File: src/rtl/phy_rx_if.sv
// USB full-speed receive bus between the line interface and the packet layer.
// Ports: dp_rx_i/dn_rx_i raw D+/D-, rx_en_i receiver enable (low while
//   transmitting), rx_valid_o packet in progress, rx_ready_o new-byte strobe,
//   rx_data_o last received byte, rx_err_o error strobe.
// master = receiver (drives rx_*_o), slave = consumer (drives line and enable).
interface phy_rx_if;
    logic       dp_rx_i;
    logic       dn_rx_i;
    logic       rx_en_i;
    logic       rx_valid_o;
    logic       rx_ready_o;
    logic [7:0] rx_data_o;
    logic       rx_err_o;

    modport master (
        input  dp_rx_i,
        input  dn_rx_i,
        input  rx_en_i,
        output rx_valid_o,
        output rx_ready_o,
        output rx_data_o,
        output rx_err_o
    );

    modport slave (
        output dp_rx_i,
        output dn_rx_i,
        output rx_en_i,
        input  rx_valid_o,
        input  rx_ready_o,
        input  rx_data_o,
        input  rx_err_o
    );
endinterface

File: src/rtl/phy_rx.sv
// USB full-speed receiver: line sync, clock recovery, NRZI decode,
// bit unstuffing, sync/EOP detection and byte assembly.
// Ports: clk_i clock (12MHz*BIT_SAMPLES), rst_i sync active-high reset,
//   bus (phy_rx_if.master) carrying line inputs, enable and rx outputs.
module phy_rx #(
    parameter int BIT_SAMPLES = 4
) (
    input  logic     clk_i,
    input  logic     rst_i,
    phy_rx_if.master bus
);

    localparam int CW = $clog2(BIT_SAMPLES);
    localparam logic [CW-1:0] CNT_MID = CW'(BIT_SAMPLES / 2);
    localparam logic [CW-1:0] CNT_MAX = CW'(BIT_SAMPLES - 1);

    localparam logic [2:0] ST_IDLE  = 3'd0;
    localparam logic [2:0] ST_SYNC  = 3'd1;
    localparam logic [2:0] ST_DATA  = 3'd2;
    localparam logic [2:0] ST_EOP   = 3'd3;
    localparam logic [2:0] ST_ABORT = 3'd4;

    // line encoding {dp, dn}
    localparam logic [1:0] LN_J = 2'b10;

    logic [1:0]    sync1_q, sync1_d;
    logic [1:0]    sync2_q, sync2_d;
    logic [CW-1:0] cnt_q, cnt_d;
    logic [2:0]    state_q, state_d;
    logic          nrzi_j_q, nrzi_j_d;
    logic [1:0]    zcnt_q, zcnt_d;
    logic [2:0]    stuff_q, stuff_d;
    logic [2:0]    bcnt_q, bcnt_d;
    logic [7:0]    shift_q, shift_d;
    logic [7:0]    data_q, data_d;
    logic          valid_q, valid_d;
    logic          ready_q, ready_d;
    logic          err_q, err_d;
    logic          partial_q, partial_d;
    logic          se0_seen_q, se0_seen_d;
    logic [2:0]    jcnt_q, jcnt_d;

    logic is_j, is_k, is_se0, is_se1;
    logic sample, line_edge, dec_bit;

    assign is_j   = (sync2_q == 2'b10);
    assign is_k   = (sync2_q == 2'b01);
    assign is_se0 = (sync2_q == 2'b00);
    assign is_se1 = (sync2_q == 2'b11);

    // s2 is about to take a new value: restart the bit phase on that edge
    assign line_edge = (sync1_q != sync2_q);
    assign sample    = (cnt_q == CNT_MID);
    // NRZI: no transition means 1
    assign dec_bit   = (is_j == nrzi_j_q);

    always_comb begin
        sync1_d    = {bus.dp_rx_i, bus.dn_rx_i};
        sync2_d    = sync1_q;
        cnt_d      = (line_edge || cnt_q == CNT_MAX) ? '0 : cnt_q + 1'b1;
        state_d    = state_q;
        nrzi_j_d   = nrzi_j_q;
        zcnt_d     = zcnt_q;
        stuff_d    = stuff_q;
        bcnt_d     = bcnt_q;
        shift_d    = shift_q;
        data_d     = data_q;
        valid_d    = valid_q;
        ready_d    = 1'b0;
        err_d      = 1'b0;
        partial_d  = partial_q;
        se0_seen_d = se0_seen_q;
        jcnt_d     = jcnt_q;

        if (sample && (is_j || is_k)) begin
            nrzi_j_d = is_j;
        end

        case (state_q)
            ST_IDLE: begin
                valid_d    = 1'b0;
                stuff_d    = 3'd0;
                partial_d  = 1'b0;
                se0_seen_d = 1'b0;
                jcnt_d     = 3'd0;
                // the first K is the first sync zero
                if (sample && is_k) begin
                    state_d = ST_SYNC;
                    zcnt_d  = 2'd1;
                end
            end
            ST_SYNC: begin
                if (sample) begin
                    unique case (1'b1)
                        is_j, is_k: begin
                            if (!dec_bit) begin
                                if (zcnt_q != 2'd3) begin
                                    zcnt_d = zcnt_q + 2'd1;
                                end
                            end else if (zcnt_q == 2'd3) begin
                                state_d = ST_DATA;
                                valid_d = 1'b1;
                                stuff_d = 3'd0;
                                bcnt_d  = 3'd0;
                            end else begin
                                state_d = ST_IDLE;
                            end
                        end
                        is_se0, is_se1: state_d = ST_IDLE;
                    endcase
                end
            end
            ST_DATA: begin
                if (sample) begin
                    unique case (1'b1)
                        is_se0: begin
                            state_d   = ST_EOP;
                            partial_d = (bcnt_q != 3'd0);
                        end
                        is_se1: begin
                            state_d = ST_ABORT;
                            valid_d = 1'b0;
                            err_d   = 1'b1;
                        end
                        is_j, is_k: begin
                            if (stuff_q == 3'd6) begin
                                // post-stuff bit: must be 0, never data
                                stuff_d = 3'd0;
                                if (dec_bit) begin
                                    state_d = ST_ABORT;
                                    valid_d = 1'b0;
                                    err_d   = 1'b1;
                                end
                            end else begin
                                stuff_d = dec_bit ? stuff_q + 3'd1 : 3'd0;
                                shift_d = {dec_bit, shift_q[7:1]};
                                bcnt_d  = bcnt_q + 3'd1;
                                if (bcnt_q == 3'd7) begin
                                    data_d  = {dec_bit, shift_q[7:1]};
                                    ready_d = 1'b1;
                                end
                            end
                        end
                    endcase
                end
            end
            ST_EOP: begin
                if (sample) begin
                    unique case (1'b1)
                        is_j: begin
                            state_d = ST_IDLE;
                            valid_d = 1'b0;
                            err_d   = partial_q;
                        end
                        is_k, is_se1: begin
                            state_d = ST_ABORT;
                            valid_d = 1'b0;
                            err_d   = 1'b1;
                        end
                        is_se0: state_d = ST_EOP;
                    endcase
                end
            end
            ST_ABORT: begin
                valid_d = 1'b0;
                if (sample) begin
                    unique case (1'b1)
                        is_se0: begin
                            se0_seen_d = 1'b1;
                            jcnt_d     = 3'd0;
                        end
                        is_j: begin
                            jcnt_d = jcnt_q + 3'd1;
                            if (se0_seen_q || jcnt_q == 3'd7) begin
                                state_d = ST_IDLE;
                            end
                        end
                        is_k, is_se1: begin
                            se0_seen_d = 1'b0;
                            jcnt_d     = 3'd0;
                        end
                    endcase
                end
            end
            default: state_d = ST_IDLE;
        endcase

        // transmitter owns the bus: drop everything except the last byte
        if (!bus.rx_en_i) begin
            state_d  = ST_IDLE;
            valid_d  = 1'b0;
            ready_d  = 1'b0;
            err_d    = 1'b0;
            nrzi_j_d = 1'b1;
        end
    end

    always_ff @(posedge clk_i) begin
        if (rst_i) begin
            sync1_q    <= LN_J;
            sync2_q    <= LN_J;
            cnt_q      <= '0;
            state_q    <= ST_IDLE;
            nrzi_j_q   <= 1'b1;
            zcnt_q     <= 2'd0;
            stuff_q    <= 3'd0;
            bcnt_q     <= 3'd0;
            shift_q    <= 8'h00;
            data_q     <= 8'h00;
            valid_q    <= 1'b0;
            ready_q    <= 1'b0;
            err_q      <= 1'b0;
            partial_q  <= 1'b0;
            se0_seen_q <= 1'b0;
            jcnt_q     <= 3'd0;
        end else begin
            sync1_q    <= sync1_d;
            sync2_q    <= sync2_d;
            cnt_q      <= cnt_d;
            state_q    <= state_d;
            nrzi_j_q   <= nrzi_j_d;
            zcnt_q     <= zcnt_d;
            stuff_q    <= stuff_d;
            bcnt_q     <= bcnt_d;
            shift_q    <= shift_d;
            data_q     <= data_d;
            valid_q    <= valid_d;
            ready_q    <= ready_d;
            err_q      <= err_d;
            partial_q  <= partial_d;
            se0_seen_q <= se0_seen_d;
            jcnt_q     <= jcnt_d;
        end
    end

    assign bus.rx_valid_o = valid_q;
    assign bus.rx_ready_o = ready_q;
    assign bus.rx_data_o  = data_q;
    assign bus.rx_err_o   = err_q;

endmodule

File: src/flat_wrapper.sv
// flat-port wrapper written by rule: the top's interface ports become plain ports
module phy_rx_flat 
#(
    parameter int BIT_SAMPLES = 4
)
  (clk_i, rst_i, bus_dp_rx_i, bus_dn_rx_i, bus_rx_en_i, bus_rx_valid_o, bus_rx_ready_o, bus_rx_data_o, bus_rx_err_o);
  phy_rx_if bus_i ();
  input  logic clk_i;
  input  logic rst_i;
  input wire logic [$bits(bus_i.dp_rx_i)-1:0] bus_dp_rx_i;
  input wire logic [$bits(bus_i.dn_rx_i)-1:0] bus_dn_rx_i;
  input wire logic [$bits(bus_i.rx_en_i)-1:0] bus_rx_en_i;
  output wire logic [$bits(bus_i.rx_valid_o)-1:0] bus_rx_valid_o;
  output wire logic [$bits(bus_i.rx_ready_o)-1:0] bus_rx_ready_o;
  output wire logic [$bits(bus_i.rx_data_o)-1:0] bus_rx_data_o;
  output wire logic [$bits(bus_i.rx_err_o)-1:0] bus_rx_err_o;
  assign bus_i.dp_rx_i = bus_dp_rx_i;
  assign bus_i.dn_rx_i = bus_dn_rx_i;
  assign bus_i.rx_en_i = bus_rx_en_i;
  assign bus_rx_valid_o = bus_i.rx_valid_o;
  assign bus_rx_ready_o = bus_i.rx_ready_o;
  assign bus_rx_data_o = bus_i.rx_data_o;
  assign bus_rx_err_o = bus_i.rx_err_o;
  phy_rx #(.BIT_SAMPLES(BIT_SAMPLES)) u_core (.clk_i(clk_i), .rst_i(rst_i), .bus(bus_i));
endmodule
File: config.mk
export PLATFORM = sky130hd
export DESIGN_NAME = phy_rx_flat
export DESIGN_NICKNAME = d
export VERILOG_FILES = /design/src/rtl/phy_rx_if.sv /design/src/rtl/phy_rx.sv /design/src/flat_wrapper.sv
export SDC_FILE = /design/constraint.sdc
export NUM_CORES = 1
export LEC_CHECK = 0
export BUFFER_PORTS_ARGS = -buffer_cell sky130_fd_sc_hd__buf_2
export CAP_MARGIN = 20
export CELL_PAD_IN_SITES_DETAIL_PLACEMENT = 0
export CELL_PAD_IN_SITES_GLOBAL_PLACEMENT = 1
export CORE_UTILIZATION = 45
export DETAILED_ROUTE_END_ITERATION = 8
export GPL_TIMING_DRIVEN = 0
export PLACE_DENSITY = 0.76
export SLEW_MARGIN = 0
export SYNTH_ARGS = -nofsm -noshare
export SYNTH_HDL_FRONTEND = slang
export SYNTH_SLANG_ARGS = --single-unit
File: constraint.sdc
create_clock -name clk_i -period 4.8 [get_ports clk_i]
set_clock_uncertainty 0.1 [all_clocks]
set_input_delay 0.24 -clock clk_i [delete_from_list [all_inputs] [get_ports clk_i]]
set_output_delay 0.24 -clock clk_i [all_outputs]
set_load 0.01 [all_outputs]
==> run_results.csv <==
group,metric,value,unit
status,outcome,"finished clean",
power,p_comb_frac,0.047,
clock_network,h-tree-depth,2,
floorplan,start_util,0.4844,
floorplan,die-area,5132,sq um
clock_network,clockBufferDepth,2,
sta,setup_slack,2.454,ns
sta,setup_viol,0,
power,p_per_area,269.4,nW/um^2
global_routing,grt.total_usage,0.1943,
synth,synth_seq_cells,41,
global_routing,overflow,0,
finish,multi_input_area,1246,sq um
sta,slew_violations,0,
sta,finalHoldViolCount,0,
synth,syn_inst,241,
finish,area_growth_syn_to_layout,11.58,%
worst_setup_path,cp.arrival,2.42,ns
placement,dp_cells,308,
synth,syn_nets,262,
power,total_power,655.9,uW
detailed_routing,firstDrtPassIters,4,
detailed_routing,via_count,1730,
synth,syn_area_per_cell,9.054,sq um
power,p_int,509.0,uW
sta,relSlewSlack,0.6184,
global_routing,grt_pass1_wl,7645,um
synth,syn_area,2182,sq um
clock_network,numCtsBuffers,5,
worst_setup_path,crit_fanout,8,
clock_network,ctsHoldBuffers,0,
floorplan,rows,24,
sta,post-route-period-util,0.4888,
detailed_routing,drt_iter0_drc,161,
floorplan,die_y,71.64,um
synth,synth_top_area_frac,0.3761,
clock_network,cts.clk_slew.worst_paths,0.08,ns
synth,yosys-top-cells-area,"dfxtp_1 38%, mux2i_1 9.6%, ha_1 9.2%",
hold_path,hp-class,"input port to flip-flop",
placement,gp_congestion,0.8080,
finish,ff_latch_area,820.8,sq um
global_routing,antenna_found_initial,0,
finish,final_cell_area,2435,sq um
worst_setup_path,worstSetupPathType,"flip-flop to flip-flop",
synth,yosysTopAreaCell,"dfxtp_1",
clock_network,cts_sinks,41,
placement,place_area,2322,sq um
clock_network,cts.repair.resized,0,
worst_setup_path,critPathMaxStageDelay,0.50,ns
synth,synth_edf_count,0,
detailed_routing,routedWlPerCell,14.39,um
worst_setup_path,cp.required,4.87,ns
flow_run,maxCapViolCount,0,
finish,fin_nets,284,
floorplan,die_x,71.64,um
clock_network,clockRootBuffer,"clkbuf_8",
power,peakVddDrop,0.1863,mV
floorplan,boundaryPins,16,
power,clockPowerShare,0.427,
power,power.leakage,0.001101,uW
sta,rsz0062_at_grt,"no",
power,switching_share,0.2239,
worst_setup_path,critPathBufInv,1,
detailed_routing,routed_wl,4546,um
global_routing,grt_max_degree,15,
worst_setup_path,path_cells,"inv_1 > ha_1 > xnor2_1 > a21oi_2 > o41ai_1 > o41ai_2",
synth,ys_async_sr_fraction,0,
finish,drive_gt1_frac,0.1591,
floorplan,core_area,4504,sq um
synth,synth-seq-area-share,0.3761,
finish,nFillCells,447,
global_routing,first_global_vias,1617,
sta,timing.fmax,426.2,MHz
worst_setup_path,crit_slowest_cell,"xnor2_1",
placement,place_ws,2.447,ns
worst_setup_path,endpoint_kind,"flip-flop",
sta,fin_crit,2.346,ns
worst_setup_path,crit_family,"compound AO/OA/AOI/OAI gates",
detailed_routing,via_per_inst,5.475,
power,seqPwrFrac,0.526,
synth,synthDistinctLibCells,51,
detailed_routing,postRouteAntennaNets,0,
detailed_routing,drcViolationCount,0,
finish,stdcell_count,316,
power,p_sw,146.9,uW
clock_network,clkLatencyLatePin,0.29,ns
sta,setup_tns,0,ns
sta,worst_pin_slew,0.5684,ns
placement,io_buffers,15,
placement,place_hpwl,3330,um
clock_network,cts_setup_buffers,0,
finish,antennaDiodeCount,0,
synth,synth_warnings,0,
worst_setup_path,startpoint_type,"flip-flop",
synth,synth-main-ff-cell,"dfxtp_1",
clock_network,cts_tree,"built",
worst reg2reg max path, delay by kind of cell, from the launching register on:
family / cells / cell delay, ns
DFF: 1 / 0.40
adders and majority gates: 1 / 0.30
xor gates and xnor gates: 1 / 0.50
AOI/OAI and AO/OA: 3 / 0.81
buffers and inverters: 1 / 0.12
flip-flops by register name, indices dropped and copies added (netlist names):
register / count
u_core.state_q: 3
u_core.sync2_q: 2
u_core.sync1_q: 2
u_core.zcnt_q: 2
u_core.cnt_q: 2
u_core.partial_q: 1
u_core.bus.rx_data_o: 8
u_core.stuff_q: 3
u_core.bus.rx_ready_o: 1
u_core.bus.rx_err_o: 1
u_core.bcnt_q: 3
u_core.shift_q: 7
u_core.se0_seen_q: 1
u_core.jcnt_q: 3
u_core.nrzi_j_q: 1
u_core.bus.rx_valid_o: 1
kinds of logic (layout without fill, tap and decap cells):
kind of cell / after synthesis / in the layout / share of synthesized area
compound gates: 44 / 44 / 0.1405
xor+xnor: 5 / 5 / 0.02007
simple gates: 89 / 89 / 0.2225
buf+inv: 25 / 48 / 0.05275
mux: 21 / 21 / 0.09633
flops: 41 / 41 / 0.3761
fa+ha+maj: 16 / 16 / 0.09174
worst paths after layout:
kind / start / end / slack [ns] / depth (start not counted)
min reg2reg: u_core.cnt_q[0] / u_core.cnt_q[0] / 0.35 / 1
max: u_core.sync2_q[0] / u_core.stuff_q[2] / 2.45 / 6
min: bus_dp_rx_i / u_core.sync1_q[1] / 0.03 / 2
max reg2reg: u_core.sync2_q[0] / u_core.stuff_q[2] / 2.45 / 6
metal layers:
layer  track usage  vias to the layer above  share of wire
met5             0                        -              0
met4       0.05229                        0          0.012
met3       0.04219                        6          0.031
met2        0.2977                       22           0.44
met1        0.2775                      795           0.51
li1              -                      907              -
synthesized netlist by cell type, types with 2 or more instances:
cell	number
dfxtp_1	41
nor2_1	22
mux2i_1	21
nand2_1	17
ha_1	16
a21oi_1	13
nand4_1	10
inv_1	9
buf_2	8
nand3_1	7
nor2b_1	6
clkbuf_1	4
nor3_1	4
o21ai_1	4
xor2_1	4
a211oi_1	3
nand2b_1	3
nor4_1	3
o22ai_1	3
o31ai_1	3
or3b_1	3
a21o_1	2
a22oi_1	2
and2_1	2
nor3b_1	2
o21ai_0	2
o311ai_0	2
or2_2	2
per-stage QoR:
stage / utilization / hold slack, ns
6_report: 0.5406 / 0.03171
5_1_grt: 0.5406 / 0.02356
3_5_place_dp: 0.5156 / 0.3292
4_1_cts: 0.5406 / 0.02565
2_1_floorplan: - / 0.2408
3_3_place_gp: 0.5156 / 0.3239
power groups by stage:
stage | registers (uW) | clock network, uW | logic [uW]
2_1_floorplan | 353 | 0 | 21.3
3_3_place_gp | 353 | 0 | 30.6
3_5_place_dp | 353 | 0 | 30.7
4_1_cts | 345 | 289 | 30.8
5_1_grt | 346 | 301 | 35.2
6_report | 345 | 280 | 30.6
area by class of cell:
class	count	share of cell area
multi-input cells	175	0.5118
flip-flops and latches	41	0.3371
plain buffers	15	0.03186
repair buffers	15	0.03083
clock buffers	5	0.02826
well taps	52	0.02672
clock inverters	3	0.01799
inverters	10	0.01542
cell usage in the layout (no fill, tap or decap), types with 3 or more instances in the layout:
cell       n
dfxtp_1   41
buf_2     23
nor2_1    22
mux2i_1   21
nand2_1   17
ha_1      16
a21oi_1   13
nand4_1   10
inv_1      9
nand3_1    7
nor2b_1    6
clkbuf_8   5
clkbuf_1   4
o21ai_1    4
nor3_1     4
xor2_1     4
or3b_1     3
a211oi_1   3
nand2b_1   3
o22ai_1    3
o31ai_1    3
nor4_1     3
Power figures use the tool's default switching activity.
